**src/rtl/fib_array_engine.sv**
```systemverilog
// Multi-channel iterative Fibonacci engine with saturating per-channel results
// and a saturating cross-channel total, behind a start/ready/done handshake.
module fib_array_engine #(
    parameter int WIDTH    = 32,
    parameter int CHANNELS = 2,
    parameter int NBITS    = 6
) (
    input  logic                      clk,
    input  logic                      reset_button,
    input  logic                      start,
    input  logic [CHANNELS*NBITS-1:0] n_in,
    output logic                      ready,
    output logic                      busy,
    output logic                      done,
    output logic [CHANNELS*WIDTH-1:0] result,
    output logic [CHANNELS-1:0]       overflow,
    output logic [WIDTH-1:0]          total,
    output logic                      total_ovf
);

    localparam int SW = WIDTH + $clog2(CHANNELS) + 1;

    localparam logic [1:0] ST_IDLE = 2'd0;
    localparam logic [1:0] ST_RUN  = 2'd1;
    localparam logic [1:0] ST_SUM  = 2'd2;
    localparam logic [1:0] ST_DONE = 2'd3;

    logic [1:0]          r_state;
    logic [WIDTH-1:0]    r_a     [CHANNELS];
    logic [WIDTH-1:0]    r_b     [CHANNELS];
    logic [NBITS-1:0]    r_k     [CHANNELS];
    logic [CHANNELS-1:0] r_a_ovf;
    logic [CHANNELS-1:0] r_b_ovf;
    logic [CHANNELS*WIDTH-1:0] r_result;
    logic [CHANNELS-1:0] r_overflow;
    logic [WIDTH-1:0]    r_total;
    logic                r_total_ovf;

    logic [WIDTH:0]      w_add     [CHANNELS];
    logic [WIDTH-1:0]    w_b_nxt   [CHANNELS];
    logic [CHANNELS-1:0] w_b_ovf_nxt;
    logic [WIDTH-1:0]    w_res     [CHANNELS];
    logic [SW-1:0]       w_sum;
    logic                w_all_last;
    logic                w_sum_ovf;

    always_comb begin
        w_all_last = 1'b1;
        w_sum      = '0;
        for (int i = 0; i < CHANNELS; i++) begin
            w_add[i]       = {1'b0, r_a[i]} + {1'b0, r_b[i]};
            w_b_ovf_nxt[i] = r_b_ovf[i] | r_a_ovf[i] | w_add[i][WIDTH];
            w_b_nxt[i]     = w_b_ovf_nxt[i] ? '1 : w_add[i][WIDTH-1:0];
            w_res[i]       = r_a_ovf[i] ? '1 : r_a[i];
            w_sum          = w_sum + SW'(w_res[i]);
            if (r_k[i] > NBITS'(1)) begin
                w_all_last = 1'b0;
            end
        end
        // Any bit above WIDTH means the total no longer fits.
        w_sum_ovf = (|r_a_ovf) | (|w_sum[SW-1:WIDTH]);
    end

    always_ff @(posedge clk or negedge reset_button) begin
        if (!reset_button) begin
            r_state     <= ST_IDLE;
            r_a_ovf     <= '0;
            r_b_ovf     <= '0;
            r_result    <= '0;
            r_overflow  <= '0;
            r_total     <= '0;
            r_total_ovf <= 1'b0;
            for (int i = 0; i < CHANNELS; i++) begin
                r_a[i] <= '0;
                r_b[i] <= '0;
                r_k[i] <= '0;
            end
        end else begin
            case (r_state)
                ST_IDLE: begin
                    if (start) begin
                        r_state     <= ST_RUN;
                        r_a_ovf     <= '0;
                        r_b_ovf     <= '0;
                        r_overflow  <= '0;
                        r_total_ovf <= 1'b0;
                        for (int i = 0; i < CHANNELS; i++) begin
                            r_a[i] <= '0;
                            r_b[i] <= WIDTH'(1);
                            r_k[i] <= n_in[i*NBITS +: NBITS];
                        end
                    end
                end
                ST_RUN: begin
                    for (int i = 0; i < CHANNELS; i++) begin
                        if (r_k[i] != '0) begin
                            r_a[i]     <= r_b[i];
                            r_a_ovf[i] <= r_b_ovf[i];
                            r_b[i]     <= w_b_nxt[i];
                            r_b_ovf[i] <= w_b_ovf_nxt[i];
                            r_k[i]     <= r_k[i] - NBITS'(1);
                        end
                    end
                    if (w_all_last) begin
                        r_state <= ST_SUM;
                    end
                end
                ST_SUM: begin
                    for (int i = 0; i < CHANNELS; i++) begin
                        r_result[i*WIDTH +: WIDTH] <= w_res[i];
                    end
                    r_overflow  <= r_a_ovf;
                    r_total     <= w_sum_ovf ? '1 : w_sum[WIDTH-1:0];
                    r_total_ovf <= w_sum_ovf;
                    r_state     <= ST_DONE;
                end
                default: begin
                    r_state <= ST_IDLE;
                end
            endcase
        end
    end

    assign ready     = (r_state == ST_IDLE);
    assign busy      = (r_state == ST_RUN) || (r_state == ST_SUM);
    assign done      = (r_state == ST_DONE);
    assign result    = r_result;
    assign overflow  = r_overflow;
    assign total     = r_total;
    assign total_ovf = r_total_ovf;

endmodule
```
**config.mk**
```make
export PLATFORM = sky130hd
export DESIGN_NAME = fib_array_engine
export DESIGN_NICKNAME = d
export VERILOG_FILES = /design/src/rtl/fib_array_engine.sv
export SDC_FILE = /design/constraint.sdc
export NUM_CORES = 1
export LEC_CHECK = 0
export ABC_AREA = 1
export ABC_CLOCK_PERIOD_IN_PS = 2200
export BUFFER_PORTS_ARGS = -buffer_cell sky130_fd_sc_hd__buf_4
export CAP_MARGIN = 15
export CORE_ASPECT_RATIO = 0.8
export CORE_UTILIZATION = 45
export DETAILED_ROUTE_END_ITERATION = 8
export GPL_TIMING_DRIVEN = 0
export SKIP_CTS_REPAIR_TIMING = 1
export SYNTH_ARGS = -nofsm -noshare
export SYNTH_HDL_FRONTEND = slang
export SYNTH_SLANG_ARGS = --single-unit
```
**constraint.sdc**
```tcl
create_clock -name clk -period 2.2 [get_ports clk]
set_input_delay 0.44 -clock clk [delete_from_list [all_inputs] [get_ports clk]]
set_output_delay 0.44 -clock clk [all_outputs]
set_load 0.05 [all_outputs]
```
Word level (Yosys, flattened, before mapping)
Cells that the tools add are included.
{"block": "word_totals", "regBits": 245, "in_bits": 15, "out_inout_bits": 102, "wordCells": 78}
{"block": "op_classes", "add_sub_neg": 5, "n_lt_le_gt_ge": 2, "eq_ne": 7, "mux": 32, "n_bitwise": 5, "reduce_logical": 12}
{"op": "2-to-1 mux 32 bit", "n": 9}
{"op": "case mux 64 bit (2 select lines)", "n": 2}
{"op": "2-to-1 mux 64 bit", "n": 2}
{"op": "adder 32 x 32 -> 33 bit", "n": 3}
{"op": "case mux 12 bit (2 select lines)", "n": 1}
{"op": "greater-than comparator 6 x 1 -> 1 bit, second input constant", "n": 2}
{"op": "2-to-1 mux 12 bit", "n": 1}
{"op": "2-to-1 mux 6 bit", "n": 2}
{"op": "case mux 2 bit (2 select lines)", "n": 3}
{"op": "nonzero test 6 bit", "n": 2}
{"op": "subtractor 6 x 1 -> 6 bit, second input constant", "n": 2}
{"op": "inequality test 2 bit, second input constant", "n": 4}
{"op": "2-to-1 mux 1 bit", "n": 7}
{"op": "2-to-1 mux 2 bit", "n": 3}
{"op": "case mux 2 bit (3 select lines)", "n": 1}
{"op": "AND reduction 3 bit", "n": 2}
{"op": "OR 1 bit", "n": 5}
{"op": "equality test 2 bit, second input constant", "n": 2}
{"op": "AND reduction 2 bit", "n": 2}
{"op": "nonzero test 2 bit", "n": 2}
{"op": "OR reduction 2 bit", "n": 2}
{"op": "equality test 2 x 1 -> 1 bit, second input constant", "n": 1}
{"op": "zero test 2 bit", "n": 1}
{"op": "case mux 1 bit (2 select lines)", "n": 1}
{"op": "logical OR 1 bit", "n": 1}

Logic depth before layout (Yosys ltp)
{"block": "depth", "depth_word": 5, "depth_mapped": 17, "depth_no_buf": 16}

Worst setup path after synthesis
Ideal clock, no wire load.
{"block": "synth_path", "kind": "flip-flop to flip-flop", "start": "register r_a_ovf[1]", "end": "register r_total[19], in the netlist total[19]", "setup_ns": 0.119, "arrival_ns": 2.278, "required_time_ns": 2.081, "setup_slack_ns": -0.198, "stages_incl_launch_ff": 17, "path_buffers": 2, "synth_period_minus_slack_ns": 2.398, "cell_sequence": "dfrtp_1 -> inv_2 -> clkbuf_1 -> nand2_1 -> ha_1 -> inv_1 -> fa_1 -> nor2_1 -> o21ai_0 -> nand2_2 -> nand2_1 -> nand2_1 -> nand3_2 -> nand3_2 -> buf_6 -> nor2_1 -> nor2_1"}
{"item": "from (decl)", "line": "32", "text": "logic [CHANNELS-1:0] r_a_ovf;"}
{"item": "from (signal, indexed assignment)", "line": "98", "text": "r_a_ovf[i] <= r_b_ovf[i];"}
{"item": "to (signal assigned)", "line": "113", "text": "r_total <= w_sum_ovf ? '1 : w_sum[WIDTH-1:0];"}
{"item": "to (decl)", "line": "36", "text": "logic [WIDTH-1:0] r_total;"}

==> impl_metrics.yaml <==
run_status:
  status: "complete, but fails checks"
  violations: "setup timing"
logic_synthesis:
  syn_nets: 2760
  synth_edf_count: 0
  synthFlopType: "dfrtp_1"
  ys_warn_count: 0
  yosysSeqAreaShare: 0.352
  async_flop_share: 1.00
  synth-seq-cells: 245
  syn_area_um2: 17400
  yosysUniqueCellTypes: 48
  netlist_instances: 2638
  avgSynthCellArea_um2: 6.61
power:
  peakVddDrop_mv: 1.31
  clock_power_share: 0.214
  pwr_density_cell_nw_per_um2: 1020
  p_seq_frac: 0.292
  pwr-share-comb: 0.493
  leakagePower_nw: 12.2
  intPower_w: 0.0117
  p_switching_w: 0.0108
  p_sw_frac: 0.479
place:
  port_buffers: 116
  dp_slack_ns: -0.637
  gp_congestion: 0.952
  dp_hpwl_um: 49300
setup_path:
  crit_path_end_kind: "register"
  cp_common_cell: "nand2_2"
  slowest_stage: "dfrtp_2"
  cp-start-kind: "register"
  worstReg2RegStart: "r_a_ovf[1]"
  critical_path.max_fanout: 8
  crit_path_cell_trace: "inv_8 > buf_8 > nand2_2 > ha_4 > nand2_2 > inv_1 > nand2_1 > nand2_2 > a21oi_4 > nor2_2 > nor2_4 > nand3_4 > clkbuf_16 > nor2_2 > nor2_1"
  ff2ff_path_depth: 15
  required_ns: 2.67
  slowest_delay_ns: 0.46
  path_buf_inv: 4
  worstSetupPathType: "reg -> reg"
  rrSetupSlack_ns: -0.25
  crit_arrival_ns: 2.92
  cp_top_family: "simple AND/OR/NAND/NOR gates"
  reg2reg_to: "total[26]"
timing:
  setup_tns_ns: -6.48
  worst_slack_ns: -0.253
  slew_headroom: 0.535
  period_needed_ns: 2.45
  fmax_mhz: 408
  finalHoldViolations: 0
  finalMaxSlewViolations: 0
  worstMarginPinSlew_ns: 0.697
  rsz0062_at_grt: "true"
  setup_viol: 33
  finalClockSkew_ns: 0.0225
  fin_crit_sh: 1.11
routing:
  drt_wl_total_um: 63900
  viasPerCell: 5.28
  wl_per_cell_um: 18.9
  dr.pass1.iters: 7
  first_iter_violations: 1797
  ant_nets: 0
  num_vias: 17900
  drc_errors: 0
clock_network:
  cts_buffers: 28
  clockRootBuffer: "clkbuf_16"
  htree_num_levels: 1
  cts_tree: "yes"
  worstSkewPairLatency_ns: 0.59
  clockBufferDepth: 3
  cts_sinks: 245
  clkTransAtPathRegs_ns: 0.06
floorplanning:
  die_x_um: 222
  start_util: 0.456
  die_area_um2: 39500
  rows: 64
  io_pins: 117
  die_h_um: 178
  core_um2: 38200
grt:
  grtUsageTotal: 0.310
  use_met2: 0.453
  grt_pass1_vias: 16000
  grt_max_degree: 115
  use_met3: 0.0455
  antenna_found_initial: 1
  grt.overflow.total: 0
  top_usage_layer: "met1"
  globalRouteMet1Util: 0.476
  grt_pass1_wl_um: 93200
hold_path:
  min_path_cells: 3
  min-delay-start: "n_in[1]"
  min_to: "r_k[7]"
  hold_class: "in -> reg"
run:
  cap_viol_max_count: 0
cells_and_area:
  fin_nets: 2988
  antenna_cells: 0
  syn2layout_area_growth_pct: 27.3
  drive_gt1_frac: 0.198
flip-flops by register name (all words and copies together) (netlist names):
signal     flops
total         32
overflow       2
r_a_ovf        2
r_b           64
r_a           64
r_state        2
r_k           12
result        64
total_ovf      1
r_b_ovf        2
logic make-up (layout without fill, tap and decap cells):
kind of cell             after synthesis  in the layout  synth area share
AO/OA/AOI/OAI                        315            315             0.104
XOR/XNOR                              29             29            0.0146
adder cells (fa/ha/maj)              107            107            0.0781
buffers and inverters                542            791             0.122
flip-flops                           245            245             0.352
AND/OR/NAND/NOR                     1400           1400             0.330
Yosys cell counts, drive strengths merged, types with 34 or more instances:
cell type	n	share of area
nand2	909	0.20
inv	473	0.10
nor2	281	0.061
dfrtp	245	0.35
nand3	136	0.043
ha	104	0.075
a21oi	91	0.027
o21ai	86	0.025
a31oi	63	0.023
o22ai	37	0.013
buf	35	0.013
clkbuf	34	0.0073
through the flow:
| stage | hold WS, ns | instance area, um^2 | util | cells | power, W |
|---|---|---|---|---|---|
| finish | 0.0936 | 22200 | 0.581 | 3382 | 0.0225 |
| global route | 0.115 | 22200 | 0.581 | 3382 | 0.0235 |
| CTS | -0.281 | 20000 | 0.524 | 3302 | 0.0218 |
| detailed placement | 0.343 | 19100 | 0.500 | 3251 | 0.0170 |
| global placement | 0.482 | 19000 | 0.498 | 3249 | 0.0168 |
| floorplan | 0.144 | 17500 | - | 2638 | 0.0132 |
worst max-delay path by stage:
stage                             from        end  cells past startpoint
after floorplan             r_a_ovf[0]  total[19]                     17
after global placement    reset_button  total[29]                      1
after detailed placement    r_a_ovf[1]  total[26]                     15
after CTS                   r_a_ovf[0]  total[26]                     15
after global routing        r_a_ovf[1]  total[27]                     16
final                       r_a_ovf[1]  total[26]                     15
layout by cell type (no fill, tap or decap), types with 38 or more instances in the layout:
| master | instances |
|---|---|
| ha_1 | 53 |
| buf_4 | 187 |
| dfrtp_1 | 242 |
| a21oi_1 | 78 |
| nand2_1 | 809 |
| nor2_1 | 243 |
| a31oi_1 | 63 |
| o21ai_0 | 79 |
| nand3_1 | 110 |
| nand2_2 | 81 |
| ha_4 | 38 |
| inv_1 | 455 |
power groups by stage:
stage	Clock, W	Combinational, W	Sequential [W]
2_1_floorplan	0	0.00375	0.00942
3_3_place_gp	0	0.0102	0.00660
3_5_place_dp	0	0.0104	0.00661
4_1_cts	0.00489	0.0104	0.00656
5_1_grt	0.00504	0.0118	0.00668
6_report	0.00483	0.0111	0.00659
per-layer routing:
layer / vias up / share of wire
met5: - / 0.00020
met4: 2 / 0.019
met3: 68 / 0.078
met1: 8489 / 0.49
li1: 8694 / -
met2: 611 / 0.41
worst min-delay path, delay by kind of cell:
family	cells	cell delay, ns
compound gates	2	0.12
buf+inv	1	0.08
cell type report:
type	count	area (um^2)
multi-input cells	1851	10400
repair buffers	196	1710
well taps	495	619
plain buffers	69	578
flip-flops and latches	245	6130
clock buffers	38	768
repair inverters	2	11.3
inverters	473	1800
fillers	3699	16000
clock inverters	13	155
Note: power is estimated with default switching activity, not from simulation.
